### src/rtl/psum_accumulator.sv
// Windowed accumulator for packed multiplier products with shift/saturate requantization.
// state | meaning
// ACC   | taking input beats, summing into the window accumulators
// OUT   | holding a finished result until downstream accepts it
module psum_accumulator #(
  parameter int PSUM_WIDTH     = 24,
  parameter int CNT_WIDTH      = 8,
  parameter int ACC_WIDTH      = PSUM_WIDTH + CNT_WIDTH,
  parameter int LANE_ACC_WIDTH = PSUM_WIDTH / 2 + CNT_WIDTH
) (
  input  logic                  clk,
  input  logic                  rst_n,
  input  logic                  mode,
  input  logic [CNT_WIDTH-1:0]  cfg_len,
  input  logic [4:0]            cfg_shift,
  input  logic                  in_valid,
  output logic                  in_ready,
  input  logic [PSUM_WIDTH-1:0] in_psum,
  output logic                  out_valid,
  input  logic                  out_ready,
  output logic [7:0]            out_data,
  output logic                  out_sat
);

  localparam int HALF = PSUM_WIDTH / 2;

  localparam logic [0:0] ST_ACC = 1'b0;
  localparam logic [0:0] ST_OUT = 1'b1;

  localparam logic signed [ACC_WIDTH-1:0]      Q8_MAX = ACC_WIDTH'(127);
  localparam logic signed [ACC_WIDTH-1:0]      Q8_MIN = ACC_WIDTH'(-128);
  localparam logic signed [LANE_ACC_WIDTH-1:0] Q4_MAX = LANE_ACC_WIDTH'(7);
  localparam logic signed [LANE_ACC_WIDTH-1:0] Q4_MIN = LANE_ACC_WIDTH'(-8);

  logic [0:0]                        state_q, state_d;
  logic [CNT_WIDTH-1:0]              count_q, count_d;
  logic signed [ACC_WIDTH-1:0]       acc_q, acc_d;
  logic signed [LANE_ACC_WIDTH-1:0]  acc_hi_q, acc_hi_d;
  logic signed [LANE_ACC_WIDTH-1:0]  acc_lo_q, acc_lo_d;
  logic                              mode_q, mode_d;
  logic [CNT_WIDTH-1:0]              len_q, len_d;
  logic [4:0]                        shift_q, shift_d;
  logic                              out_valid_q, out_valid_d;
  logic [7:0]                        out_data_q, out_data_d;
  logic                              out_sat_q, out_sat_d;

  logic                              cur_mode;
  logic [CNT_WIDTH-1:0]              cur_len, eff_len;
  logic [4:0]                        cur_shift;
  logic                              in_fire, last_beat;
  logic signed [ACC_WIDTH-1:0]       sum_full, sh_full;
  logic signed [LANE_ACC_WIDTH-1:0]  sum_hi, sum_lo, sh_hi, sh_lo;
  logic [7:0]                        res8;
  logic [3:0]                        res_hi, res_lo;
  logic                              sat8, sat_hi, sat_lo;

  assign in_ready  = (state_q == ST_ACC);
  assign out_valid = out_valid_q;
  assign out_data  = out_data_q;
  assign out_sat   = out_sat_q;
  assign in_fire   = in_valid && in_ready;

  // The first beat of a window uses the live config; later beats use the latched copy.
  always_comb begin
    cur_mode  = (count_q == '0) ? mode      : mode_q;
    cur_len   = (count_q == '0) ? cfg_len   : len_q;
    cur_shift = (count_q == '0) ? cfg_shift : shift_q;
    eff_len   = (cur_len == '0) ? CNT_WIDTH'(1) : cur_len;
    last_beat = (count_q == eff_len - CNT_WIDTH'(1));

    sum_full = acc_q + ACC_WIDTH'($signed(in_psum));
    sum_hi   = acc_hi_q + LANE_ACC_WIDTH'($signed(in_psum[PSUM_WIDTH-1:HALF]));
    sum_lo   = acc_lo_q + LANE_ACC_WIDTH'($signed(in_psum[HALF-1:0]));
    sh_full  = sum_full >>> cur_shift;
    sh_hi    = sum_hi >>> cur_shift;
    sh_lo    = sum_lo >>> cur_shift;

    sat8 = 1'b0;
    res8 = sh_full[7:0];
    if (sh_full > Q8_MAX) begin
      sat8 = 1'b1;
      res8 = 8'h7F;
    end else if (sh_full < Q8_MIN) begin
      sat8 = 1'b1;
      res8 = 8'h80;
    end

    sat_hi = 1'b0;
    res_hi = sh_hi[3:0];
    if (sh_hi > Q4_MAX) begin
      sat_hi = 1'b1;
      res_hi = 4'h7;
    end else if (sh_hi < Q4_MIN) begin
      sat_hi = 1'b1;
      res_hi = 4'h8;
    end

    sat_lo = 1'b0;
    res_lo = sh_lo[3:0];
    if (sh_lo > Q4_MAX) begin
      sat_lo = 1'b1;
      res_lo = 4'h7;
    end else if (sh_lo < Q4_MIN) begin
      sat_lo = 1'b1;
      res_lo = 4'h8;
    end
  end

  always_comb begin
    state_d     = state_q;
    count_d     = count_q;
    acc_d       = acc_q;
    acc_hi_d    = acc_hi_q;
    acc_lo_d    = acc_lo_q;
    mode_d      = mode_q;
    len_d       = len_q;
    shift_d     = shift_q;
    out_valid_d = out_valid_q;
    out_data_d  = out_data_q;
    out_sat_d   = out_sat_q;

    if (state_q == ST_ACC) begin
      if (in_fire) begin
        mode_d  = cur_mode;
        len_d   = cur_len;
        shift_d = cur_shift;
        if (last_beat) begin
          out_data_d  = cur_mode ? {res_hi, res_lo} : res8;
          out_sat_d   = cur_mode ? (sat_hi || sat_lo) : sat8;
          out_valid_d = 1'b1;
          state_d     = ST_OUT;
          count_d     = '0;
          acc_d       = '0;
          acc_hi_d    = '0;
          acc_lo_d    = '0;
        end else begin
          count_d = count_q + CNT_WIDTH'(1);
          if (cur_mode) begin
            acc_hi_d = sum_hi;
            acc_lo_d = sum_lo;
          end else begin
            acc_d = sum_full;
          end
        end
      end
    end else if (out_ready) begin
      out_valid_d = 1'b0;
      state_d     = ST_ACC;
    end
  end

  always_ff @(posedge clk) begin
    if (!rst_n) begin
      state_q     <= ST_ACC;
      count_q     <= '0;
      acc_q       <= '0;
      acc_hi_q    <= '0;
      acc_lo_q    <= '0;
      mode_q      <= 1'b0;
      len_q       <= '0;
      shift_q     <= '0;
      out_valid_q <= 1'b0;
      out_data_q  <= '0;
      out_sat_q   <= 1'b0;
    end else begin
      state_q     <= state_d;
      count_q     <= count_d;
      acc_q       <= acc_d;
      acc_hi_q    <= acc_hi_d;
      acc_lo_q    <= acc_lo_d;
      mode_q      <= mode_d;
      len_q       <= len_d;
      shift_q     <= shift_d;
      out_valid_q <= out_valid_d;
      out_data_q  <= out_data_d;
      out_sat_q   <= out_sat_d;
    end
  end

endmodule
### config.mk
export PLATFORM = sky130hd
export DESIGN_NAME = psum_accumulator
export DESIGN_NICKNAME = d
export VERILOG_FILES = /design/src/rtl/psum_accumulator.sv
export SDC_FILE = /design/constraint.sdc
export NUM_CORES = 1
export LEC_CHECK = 0
export ABC_AREA = 1
export BUFFER_PORTS_ARGS = -buffer_cell sky130_fd_sc_hd__buf_2
export CAP_MARGIN = 10
export CORE_AREA = 2 2 234 236
export CTS_CLUSTER_DIAMETER = 40
export DETAILED_ROUTE_END_ITERATION = 10
export DIE_AREA = 0 0 236 238
export GPL_TIMING_DRIVEN = 0
export PLACE_DENSITY = 0.42
export SYNTH_ARGS = -nofsm -noshare
export SYNTH_HDL_FRONTEND = slang
export SYNTH_SLANG_ARGS = --single-unit
### constraint.sdc
create_clock -name clk -period 4.73 [get_ports clk]
set_input_delay 0.946 -clock clk [delete_from_list [all_inputs] [get_ports clk]]
set_output_delay 0.946 -clock clk [all_outputs]
set_load 0.05 [all_outputs]
Word level (Yosys, flattened, before mapping)
Cells that the tools add are included.

Word-level logic and storage cells: 74. Bits of input ports: 42. Output and inout port bits: 11. Register bits after elaboration: 105.

Reduce and logical (&&, ||, !) cells: 12. Equal/unequal tests: 3. Order comparisons: 6. Add/sub/neg operators: 5. Bitwise operators: 1. Multiplexer cells: 33. Shift-type cells: 3.

Operator list (count): 20-bit two-way mux (4); 32-bit two-way mux (2); 8-bit two-way mux (6); 20-bit by 12-bit adder with 20-bit output (2); 20-bit by 4-bit greater-than comparator with 1-bit output (second input constant) (2); 20-bit by 4-bit less-than comparator with 1-bit output (second input constant) (2); 20-bit by 5-bit >>> shifter with 20-bit output (2); 32-bit by 24-bit adder with 32-bit output (1); 32-bit by 8-bit greater-than comparator with 1-bit output (second input constant) (1); 32-bit by 8-bit less-than comparator with 1-bit output (second input constant) (1); 32-bit by 5-bit >>> shifter with 32-bit output (1); 8-bit zero test (2); 1-bit two-way mux (16); 4-bit two-way mux (4); 3-bit AND reduction (4); 8-bit by 1-bit adder with 8-bit output (second input constant) (1); 8-bit equality test (1); 8-bit by 1-bit subtractor with 8-bit output (second input constant) (1); 2-bit nonzero test (3); 5-bit two-way mux (1); 2-bit by 1-bit != test with 1-bit output (second input constant) (1); 2-bit != test (second input constant) (1); 2-bit AND reduction (1); 1-bit logical AND (1); other kinds (2) (2).

Depth between registers and ports, before layout
Word-level depth: 9. Gate-level depth with buffers: 32. Gate-level depth less buffers: 32.

Least setup slack after synthesis
Ideal clock, no wire load.

Kind: input -> register. Start point: input port in_psum[0]. End point: register out_data_q[3], in the netlist out_data[3]. Cell stages on the path: 28. Path slack: 1.125 ns. Setup time: 0.056 ns. Arrival: 3.550 ns. Required time: 4.674 ns. Path buffers: 0. Cell sequence: ha_1 > fa_1 > nand3_1 > nand3_1 > nand3_1 > nand3b_1 > or2_2 > nand2_1 > nand2_1 > o21ai_0 > nand2_1 > nand3_1 > nand3_1 > nand2_1 > inv_1 > nand2_1 > nand2_1 > inv_1 > nand3_1 > nor2_1 > nand2_1 > nand2_2 > nand2_1 > nand2_1 > nand2_1 > nand3_1 > nand2_1 > inv_1.

Cells in the longest elaborated chain, start to end: 6. Elaborated cells on any way between the ends: 13. Classes of those cells: 2 x add/sub; 4 x order compare; 2 x shift; 5 x mux.

RTL lines: from (decl) (line 18) `input logic [PSUM_WIDTH-1:0] in_psum,`; 32-bit by 24-bit adder with 32-bit output / 20-bit by 12-bit adder with 20-bit output (equally long branches) (line 71, 73); 32-bit by 5-bit >>> shifter with 32-bit output / 20-bit by 5-bit >>> shifter with 20-bit output (equally long branches) (line 74, 76); 32-bit by 8-bit less-than comparator with 1-bit output / 20-bit by 4-bit less-than comparator with 1-bit output (equally long branches) (line 83, 103); 8-bit two-way mux / 4-bit two-way mux (equally long branches) (line 83, 103); 8-bit two-way mux / 4-bit two-way mux (equally long branches) (line 80, 100); 8-bit two-way mux * (line 128) `out_data_d = cur_mode ? {res_hi, res_lo} : res8;`; to (signal assigned) (line 175) `out_data_q <= out_data_d;`; to (decl) (line 44) `logic [7:0] out_data_q, out_data_d;`.

Every way passes the cells marked *; elsewhere a longest branch is shown, timed or not. A chain may end at the register's enable or synchronous reset.

Worst setup path in the final report
Start point: register count_q[0]. End point: register acc_hi_q[19].

Cells in the longest elaborated chain, start to end: 8. Elaborated cells on any way between the ends: 10. Classes of those cells: 1 x add/sub; 1 x eq/ne; 4 x mux; 4 x reduce/logical.

RTL lines: from (decl) (line 36) `logic [CNT_WIDTH-1:0] count_q, count_d;`; from (signal assigned) (line 167) `count_q <= count_d;`; 8-bit zero test (line 65, 66); 8-bit two-way mux (line 66) `cur_len = (count_q == '0) ? cfg_len : len_q;`; 8-bit zero test (line 68) `eff_len = (cur_len == '0) ? CNT_WIDTH'(1) : cur_len;`; 8-bit two-way mux (line 68); 8-bit by 1-bit subtractor with 8-bit output (line 69) `last_beat = (count_q == eff_len - CNT_WIDTH'(1));`; 8-bit equality test (line 69); 2-bit nonzero test (no line); 3-bit AND reduction (no line); to (signal assigned) (line 169) `acc_hi_q <= acc_hi_d;`; to (decl) (line 38) `logic signed [LANE_ACC_WIDTH-1:0] acc_hi_q, acc_hi_d;`.

Parallel ways exist; a longest one is shown, timed or not.

==> run summary <==
outcome: finished, final reports clean
Syn Nets: 2563
nature of the critical path endpoint: flip-flop
VDD IR-drop max: 0.0001364 V
most used cell, CP: nand2_1
largest net degree at the start of global routing: 19
post-route ant nets: 0
Static Leakage: 7.609 nW
CTS buffer count: 9
Startpoint Class: flip-flop
Diodes inserted: 0
number of global-route vias before repair: 15.69k
GR met2 Demand/Resource: 36.71%
power density over the cells: 346.5 mW/mm2
CP Class: flip-flop to flip-flop
Cell Rows: 85
Post-synth EDFFs: 0
PortBufs: 52
top_reg_cell synth: dfxtp_1
yosys warns: 0
Pins Over Slew Limit: 0
fmax: 227.9 MHz
register bit count reported by yosys: 105
Final Skew: 0.01248 ns
htree depth: 3
Post-DP HPWL: 51.64 mm
Post-CTS Hold Buffers: 0
clock transition at the registers of the reported paths: 0.08 ns
commonest non-fill, non-tap cell in the layout: nand2_1
CP arrival: 4.71 ns
Post-CTS Setup Inserts: 0
final net count: 2626
# setup viols final: 0
fillers: 6265
CTS sink count: 105
Cell Area, Synth: 0.01323 mm2
DRC: 0
GRT overflow: 0
Avg Vias per Cell: 5.076
DP Area: 0.01436 mm2
die area: 0.05617 mm2
Slew headroom: 27.13%
cell count after synthesis: 2446
CTS root buf: clkbuf_16
Async SR Flop Fraction: 0%
synthesized area per cell: 5.410 um2
Slowest cell on crit path: buf_2
num ports: 53
Max Cap Viol: 0
initial core utilization: 24.74%
post-place setup slack: -0.07346 ns
CTS tree: built
most crowded layer after global routing: met2
initial DRC count: 1532
routing usage on met3: 2.765%
width of the die: 236 um
vias: 16.29k
average wire per standard cell: 19.45 um
CP peak stage delay: 0.43 ns
hold slack final: 0.4697 ns
Die Ht: 238 um
Reg area: 0.002102 mm2
min cycle time layout: 4.388 ns
Final GP Congestion: 0.9689
Worst Hold Class: flip-flop to flip-flop
Setup WS post-layout: 0.3418 ns
clk_lat worst skew: 0.40 ns
Buf/Inv on CP: 6
multi-input logic area: 0.009692 mm2
initial antenna violation count: 1
first-pass GRT wire length: 94.61 mm
Req. time, crit path: 5.05 ns
delay-heaviest family, CP: simple AND/OR/NAND/NOR gates
crit-path cells: inv_1, ha_1, nor3b_1, nand2_2, buf_6, nand2_1, nand2_1, nor2_2, nand4_1, nand2_1, inv_2, ha_1, nand2_1, xor2_1, inv_1, o22ai_1, a21oi_1, nand3_1, nor2_4, nor3_2, buf_2, buf_4, nand2_1, a21oi_1
1st-pass router iterations: 5
commonest non-fill, non-tap cells in the layout: 895 x nand2_1, 412 x nand3_1, 258 x inv_1
RSZ-0062 raised after global routing: yes
crit share post-route: 92.77%
Crit Path Max Fanout: 10
Distinct cells, synth: 50
Total GRT Usage: 22.20%
Core Box Area: 0.05350 mm2
worst-case clock buffer depth: 2
met1 GRT Util: 29.16%
Worst-Margin Slew: 1.093 ns
WL final: 62.43 mm
final instance area: 0.01467 mm2
Power, Total: 5.083 mW
layout cells sized above 1: 6.683%
final hold vios: 0
Area Growth Syn to Fin: 10.86%
sequential fraction of the synthesis area: 15.89%
-- report_power, final --
group | internal [mW] | switching [mW]
sequential | 0.963 | 0.0435
clock | 0.377 | 0.434
combinational | 0.932 | 2.33
total | 2.27 | 2.81
-- state kept, by name, summed over array words and instances (netlist names) --
| signal | count |
|---|---|
| out_data | 8 |
| acc_lo_q | 20 |
| shift_q | 5 |
| out_sat | 1 |
| acc_hi_q | 20 |
| out_valid | 1 |
| state_q | 1 |
| count_q | 8 |
| mode_q | 1 |
| len_q | 8 |
| acc_q | 32 |
-- through the flow --
step | std cells | util [%] | TNS [ns]
floorplan | 2446 | - | 0
detailed placement | 3194 | 26.85 | -0.3539
global route | 3210 | 27.42 | -0.01082
global placement | 3194 | 26.85 | -0.5334
CTS | 3210 | 27.38 | 0
finish | 3210 | 27.42 | 0
-- layout make-up --
class	count	share of cell area (%)
plain buffers	88	3.088
well taps	696	5.937
multi-input cells	1984	66.07
clock inverters	5	0.2644
inverters	269	6.883
repair buffers	52	1.774
clock buffers	11	1.655
flip-flops and latches	105	14.33
-- kinds of logic (layout without fill, tap and decap cells) --
kind of cell	count (synthesis)	after routing	share of synthesized area, %
adder cells (fa/ha/maj)	75	75	7.262
buffers and inverters	357	425	11.05
flip-flops	105	105	15.89
multiplexers	3	3	0.2269
AO/OA/AOI/OAI	302	302	12.76
AND/OR/NAND/NOR	1557	1557	49.71
XOR/XNOR	47	47	3.111
-- path summary, 6_finish.rpt --
| kind | cells past startpoint | endpoint | slack (ns) | startpoint |
|---|---|---|---|---|
| worst max-delay path | 24 | acc_hi_q[19]$_SDFFE_PN0P_ | 0.34 | count_q[0]$_SDFFE_PN0P_ |
| worst min-delay path | 2 | acc_q[3]$_SDFFE_PN0P_ | 0.47 | acc_q[3]$_SDFFE_PN0P_ |
| worst max register to register | 24 | acc_hi_q[19]$_SDFFE_PN0P_ | 0.34 | count_q[0]$_SDFFE_PN0P_ |
| worst min register to register | 2 | acc_q[3]$_SDFFE_PN0P_ | 0.47 | acc_q[3]$_SDFFE_PN0P_ |
-- synthesized netlist by cell type, types with 8 or more instances --
master | n | area, um2
ha_1 | 72 | 900.9
o21ai_0 | 66 | 330.3
xnor2_1 | 18 | 157.7
o21ai_1 | 11 | 55.05
dfxtp_1 | 105 | 2102
inv_1 | 258 | 968.4
inv_2 | 9 | 33.78
nand4_1 | 20 | 125.1
a21oi_1 | 166 | 830.8
nor3_1 | 9 | 45.04
nand3b_1 | 9 | 67.56
nand2_1 | 896 | 3363
a21o_1 | 8 | 60.06
clkbuf_1 | 24 | 90.09
nor2_1 | 181 | 679.4
xor2_1 | 29 | 254.0
buf_4 | 12 | 90.09
nand3_1 | 412 | 2062
buf_2 | 44 | 220.2
o211ai_1 | 15 | 112.6
-- layer usage --
metal	vias to the layer above	share of wire [%]
li1	8071	-
met1	7627	45
met2	508	45
met3	87	5.8
met4	0	3.6
met5	-	0
-- worst min-delay path, cell delays in order, from the launching register on --
cell	delay [ns]
dfxtp_1	0.32
nand2_1	0.06
a21oi_1	0.05
-- timing repair --
item                                   4_1_cts  5_1_grt
endpoints found under the hold margin        0        0
gates resized for setup                      0        7
setup endpoints to repair                    0       48
Note: power is estimated with default switching activity, not from simulation.
